===== config.mk =====
export PLATFORM = sky130hd
export DESIGN_NAME = program_loader
export DESIGN_NICKNAME = d
export VERILOG_FILES = /design/src/rtl/risc_isa_pkg.sv /design/src/rtl/instr_encoder.sv /design/src/rtl/program_loader.sv
export SDC_FILE = /design/constraint.sdc
export NUM_CORES = 1
export LEC_CHECK = 0
export ABC_AREA = 1
export CORE_ASPECT_RATIO = 1.1
export CORE_MARGIN = 2
export CORE_UTILIZATION = 43
export CTS_BUF_LIST = sky130_fd_sc_hd__clkbuf_2 sky130_fd_sc_hd__clkbuf_4 sky130_fd_sc_hd__clkbuf_8
export DETAILED_ROUTE_END_ITERATION = 10
export PLACE_DENSITY = 0.79
export SYNTH_ARGS = -nofsm -noshare
export SYNTH_HDL_FRONTEND = slang
export SYNTH_SLANG_ARGS = --single-unit

===== constraint.sdc =====
create_clock -name clk -period 1.9 [get_ports clk]
set_input_delay 0.19 -clock clk [delete_from_list [all_inputs] [get_ports clk]]
set_output_delay 0.19 -clock clk [all_outputs]
set_load 0.05 [all_outputs]

===== src/rtl/risc_isa_pkg.sv =====
// Instruction-set constants shared by the program loader and the instruction decoder.
// Covers opcode values, the R/I-type split point and the 16-bit word field layout.
package risc_isa_pkg;

    localparam logic [3:0] OP_ADD   = 4'b0000;
    localparam logic [3:0] OP_SUB   = 4'b0001;
    localparam logic [3:0] OP_AND   = 4'b0010;
    localparam logic [3:0] OP_OR    = 4'b0011;
    localparam logic [3:0] OP_SLT   = 4'b0100;
    localparam logic [3:0] OP_BEQ   = 4'b0101;
    localparam logic [3:0] OP_LOAD  = 4'b0110;
    localparam logic [3:0] OP_STORE = 4'b0111;

    // Opcodes below this value are R-type; the rest carry a 4-bit immediate.
    localparam logic [3:0] R_TYPE_LIMIT = 4'b0101;

    localparam int unsigned OPCODE_LSB = 12;
    localparam int unsigned RS_LSB     = 8;
    localparam int unsigned RT_LSB     = 4;
    localparam int unsigned LOW_LSB    = 0;
    localparam int unsigned FIELD_W    = 4;

    typedef enum logic [1:0] {
        StIdle,
        StLoad,
        StDone
    } loader_state_e;

    function automatic logic is_r_type(input logic [3:0] opcode);
        return opcode < R_TYPE_LIMIT;
    endfunction

endpackage


===== src/rtl/instr_encoder.sv =====
// Combinational packer from instruction fields to a 16-bit instruction word.
// Flags I-type immediates that do not fit the 4-bit field; the word keeps the low nibble.
module instr_encoder
    import risc_isa_pkg::*;
(
    input  logic [3:0]  opcode_i,
    input  logic [3:0]  rs_i,
    input  logic [3:0]  rt_i,
    input  logic [3:0]  rd_i,
    input  logic [7:0]  imm_i,
    output logic [15:0] word_o,
    output logic        imm_err_o
);

    always_comb begin
        word_o                          = '0;
        imm_err_o                       = 1'b0;
        word_o[OPCODE_LSB +: FIELD_W]   = opcode_i;
        word_o[RS_LSB +: FIELD_W]       = rs_i;
        word_o[RT_LSB +: FIELD_W]       = rt_i;
        if (is_r_type(opcode_i)) begin
            word_o[LOW_LSB +: FIELD_W] = rd_i;
        end else begin
            word_o[LOW_LSB +: FIELD_W] = imm_i[3:0];
            imm_err_o                  = |imm_i[7:4];
        end
    end

endmodule


===== src/rtl/program_loader.sv =====
// Streams encoded instructions into instruction memory, one registered write per accepted beat.
// A load runs from start until in_last or until DEPTH words have been written.
module program_loader
    import risc_isa_pkg::*;
#(
    parameter int unsigned ADDR_W = 8,
    parameter int unsigned DEPTH  = 256
) (
    input  logic              clk,
    input  logic              rst,
    input  logic              start,
    input  logic              in_valid,
    output logic              in_ready,
    input  logic              in_last,
    input  logic [3:0]        in_opcode,
    input  logic [3:0]        in_rs,
    input  logic [3:0]        in_rt,
    input  logic [3:0]        in_rd,
    input  logic [7:0]        in_imm,
    output logic              mem_we,
    output logic [ADDR_W-1:0] mem_addr,
    output logic [15:0]       mem_wdata,
    output logic              busy,
    output logic              done,
    output logic              full,
    output logic              imm_err,
    output logic [ADDR_W:0]   word_count
);

    localparam logic [ADDR_W:0] LAST_PTR = (ADDR_W + 1)'(DEPTH - 1);

    loader_state_e     state_q, state_d;
    logic [ADDR_W:0]   ptr_q, ptr_d;
    logic              full_q, full_d;
    logic              imm_err_q, imm_err_d;
    logic              mem_we_q, mem_we_d;
    logic [ADDR_W-1:0] mem_addr_q, mem_addr_d;
    logic [15:0]       mem_wdata_q, mem_wdata_d;

    logic [15:0]       enc_word;
    logic              enc_err;
    logic              accept;

    instr_encoder u_encoder (
        .opcode_i  (in_opcode),
        .rs_i      (in_rs),
        .rt_i      (in_rt),
        .rd_i      (in_rd),
        .imm_i     (in_imm),
        .word_o    (enc_word),
        .imm_err_o (enc_err)
    );

    assign in_ready = (state_q == StLoad) && !start;
    assign accept   = in_valid && in_ready;

    always_comb begin
        state_d     = state_q;
        ptr_d       = ptr_q;
        full_d      = full_q;
        imm_err_d   = imm_err_q;
        mem_we_d    = accept;
        mem_addr_d  = mem_addr_q;
        mem_wdata_d = mem_wdata_q;

        if (accept) begin
            mem_addr_d  = ptr_q[ADDR_W-1:0];
            mem_wdata_d = enc_word;
            ptr_d       = ptr_q + 1'b1;
            if (enc_err) begin
                imm_err_d = 1'b1;
            end
            if (in_last) begin
                state_d = StDone;
            end else if (ptr_q == LAST_PTR) begin
                state_d = StDone;
                full_d  = 1'b1;
            end
        end

        // accept is already masked by start, so a restart never collides with a write here.
        if (start) begin
            state_d   = StLoad;
            ptr_d     = '0;
            full_d    = 1'b0;
            imm_err_d = 1'b0;
        end
    end

    always_ff @(posedge clk) begin
        if (rst) begin
            state_q     <= StIdle;
            ptr_q       <= '0;
            full_q      <= 1'b0;
            imm_err_q   <= 1'b0;
            mem_we_q    <= 1'b0;
            mem_addr_q  <= '0;
            mem_wdata_q <= '0;
        end else begin
            state_q     <= state_d;
            ptr_q       <= ptr_d;
            full_q      <= full_d;
            imm_err_q   <= imm_err_d;
            mem_we_q    <= mem_we_d;
            mem_addr_q  <= mem_addr_d;
            mem_wdata_q <= mem_wdata_d;
        end
    end

    assign mem_we     = mem_we_q;
    assign mem_addr   = mem_addr_q;
    assign mem_wdata  = mem_wdata_q;
    assign busy       = (state_q == StLoad);
    assign done       = (state_q == StDone);
    assign full       = full_q;
    assign imm_err    = imm_err_q;
    assign word_count = ptr_q;

endmodule

==> metrics.cfg <==
[outcome]
status=finished, final reports clean

[yosys]
ys_async_sr_fraction_pct=0
synth.most_common_cell=nor2_1
synth_area_leader_cell=dfxtp_1
ys_seq_area_share_pct=47.9
syn_nets=244
synth_top_area_share_pct=47.9
synth_area_mm2=0.00159
syn_area_per_cell_um2=7.45
synth.area.top_cells=dfxtp_1, nor2_1, nand2_1
synth_cell_types=22
yosysWarnings=0
synth_cells=213
ys.flop_type=dfxtp_1
yosys-top-cells-count=nor2_1, dfxtp_1, nand2_1
synth.ff_latch_count=38
synth_edf_count=0

[placement]
dp_hpwl_mm=2.83
dpl_cell_area_mm2=0.00234
pre_cts_slack_ns=0.277
gp_congestion=0.816
io_buffers=67

[flow_run]
drv_cap=0

[layout]
register_area_um2=761
fillers=319
multi_input_area_um2=682
fin_area_mm2=0.00243
num_antenna_cells=0
fin_nets=317
drive_above_1_share_pct=8.39
syn2layout_area_growth_pct=52.8

[power_and_ir_drop]
p_leak_nw=1.00
ir_worst_vdd_uv=501
power.density_mw_per_mm2=689
power_mw=1.67

[clocking]
clk_latency_ns=0.28
cts_inserted_buffers=5
clk_pin_slew_ns=0.07
cts-root-buf=clkbuf_8
hold_buffers=0
clock_sinks=38
cts_tree=yes
clock_path_buffers=2
htree_levels=2

[grt]
grt_util_met3_pct=7.09
grt_pass1_wl_mm=6.03
grt_max_degree=45
antenna_found_initial=0
grt-busiest-layer=met2
overflow=0
grt_usage_pct=19.7
grt_util_met1_pct=21.5
first_global_vias=1398
met2_usage_pct=33.6

[sta]
fin_worst_skew_ns=0.00329
totalNegativeSetupSlack_ns=0
finalSetupViolCount=0
rsz0062_at_grt=false
maxSlewViolCount=0
hold_viol=0
finalCritPeriodShare_pct=93.2
fmax_ghz=0.565
worstMarginPinSlew_ns=0.543
fin_crit_ns=1.77
slew-limit-headroom_pct=63.7
setup_ws_ns=0.129

[critical_path]
slowest_delay_ns=0.85
cp-end-kind=primary output
critPathTopFamily=buffers and inverters
worst_setup_path_start_kind=flip-flop
critPathBufInv=1
setup.worst_path.class=flip-flop to primary output
critical_path.cell_chain=clkdlybuf4s50_1
cp_slowest_cell=clkdlybuf4s50_1
required_ns=1.71
worst-endpoint-arrival_ns=1.58
cp_max_fo=6

[die]
ios=68
start_util_pct=44.1
rows=23
die_w_um=61.9
die_area_mm2=0.00420
core_area_mm2=0.00360
fp.dieH_um=67.7

[drt]
drt-initial-drc-count=129
avgViaCountPerCell=4.67
drtPass1Iterations=4
wl_per_cell_um=11.4
vias=1569
ant_nets=0
routed_wl_mm=3.84
drcViolationCount=0

[min_path]
hold_class=flip-flop to flip-flop

-- state kept, by name, summed over array words and instances (netlist names) --
signal	cells
mem_we	1
full	1
imm_err	1
mem_wdata	16
word_count	9
state_q	2
mem_addr	8
-- cell usage in the layout, fill, tap and decap left out --
cell             count
buf_4                6
nand4_1              2
dfxtp_1             38
buf_12               2
clkbuf_8             5
nand3_2              3
dlymetal6s2s_1       2
nor3_1               1
o21ai_1              9
nand3_1              8
ha_1                 2
nor2_4               1
xor2_1               1
o21ai_0             18
inv_2                3
nor2_1              49
nand2_1             29
or2_2                1
clkbuf_4             2
nor2_8               1
clkdlybuf4s50_1     64
inv_1               20
a21oi_1             19
-- through the flow --
| stage | utilization, % | instances | hold slack, ns |
|---|---|---|---|
| finish | 67.4 | 336 | 0.450 |
| global route | 67.4 | 336 | 0.476 |
| CTS | 67.3 | 336 | 0.453 |
| detailed placement | 65.0 | 329 | 0.443 |
| global placement | 65.0 | 329 | 0.440 |
| floorplan | - | 213 | 0.259 |
-- cell type report --
cell class | count | area share, %
multi-input combinational | 144 | 28.1
inverter | 23 | 3.56
tap | 50 | 2.58
timing repair buffer | 74 | 30.9
clock buffer | 7 | 3.46
sequential | 38 | 31.4
-- worst paths after layout --
| path | start | end | slack (ns) | cells past startpoint |
|---|---|---|---|---|
| worst min-delay path | imm_err | imm_err | 0.45 | 2 |
| worst max-delay path | word_count[2] | word_count[2] | 0.13 | 1 |
| worst min register to register | imm_err | imm_err | 0.45 | 2 |
| worst max register to register | word_count[1] | state_q[0] | 0.30 | 10 |
-- worst register-to-register path: stages, from the launching register on --
cell	delay, ns
dfxtp_1	0.35
ha_1	0.21
nand2_1	0.10
nor2_1	0.05
nand2_1	0.08
nor3_1	0.05
ha_1	0.19
or2_2	0.27
nand2_1	0.08
nand2_1	0.05
a21oi_1	0.11
-- repair_timing --
action / in CTS / in global routing
gates resized for setup: 0 / 2
endpoints found under the hold margin: 0 / 0
endpoints found under the setup margin: 0 / 2
buffers inserted: 0 / 0
-- logic make-up (layout without fill, tap and decap cells) --
| group | Yosys count | in the layout | synth area share, % |
|---|---|---|---|
| DFF | 38 | 38 | 47.9 |
| xor gates and xnor gates | 1 | 1 | 0.552 |
| adders and majority gates | 2 | 2 | 1.58 |
| AOI/OAI and AO/OA | 46 | 46 | 14.5 |
| and+or+nand+nor | 95 | 95 | 26.3 |
| buffers and inverters | 31 | 104 | 9.14 |
-- power by group --
group / switching, mW / leakage, nW / internal, mW
Combinational: 0.173 / 0.647 / 0.130
Clock: 0.253 / 0.0452 / 0.281
Sequential: 0.0125 / 0.308 / 0.821
-- layer usage --
| layer | vias up | wire [µm] | share of wire [%] |
|---|---|---|---|
| met5 | - | 0 | 0 |
| met4 | 0 | 75 | 2.0 |
| met3 | 8 | 291 | 7.6 |
| met2 | 51 | 1820 | 47 |
| met1 | 691 | 1660 | 43 |
| li1 | 819 | - | - |
(Power assumes the default switching activity.)
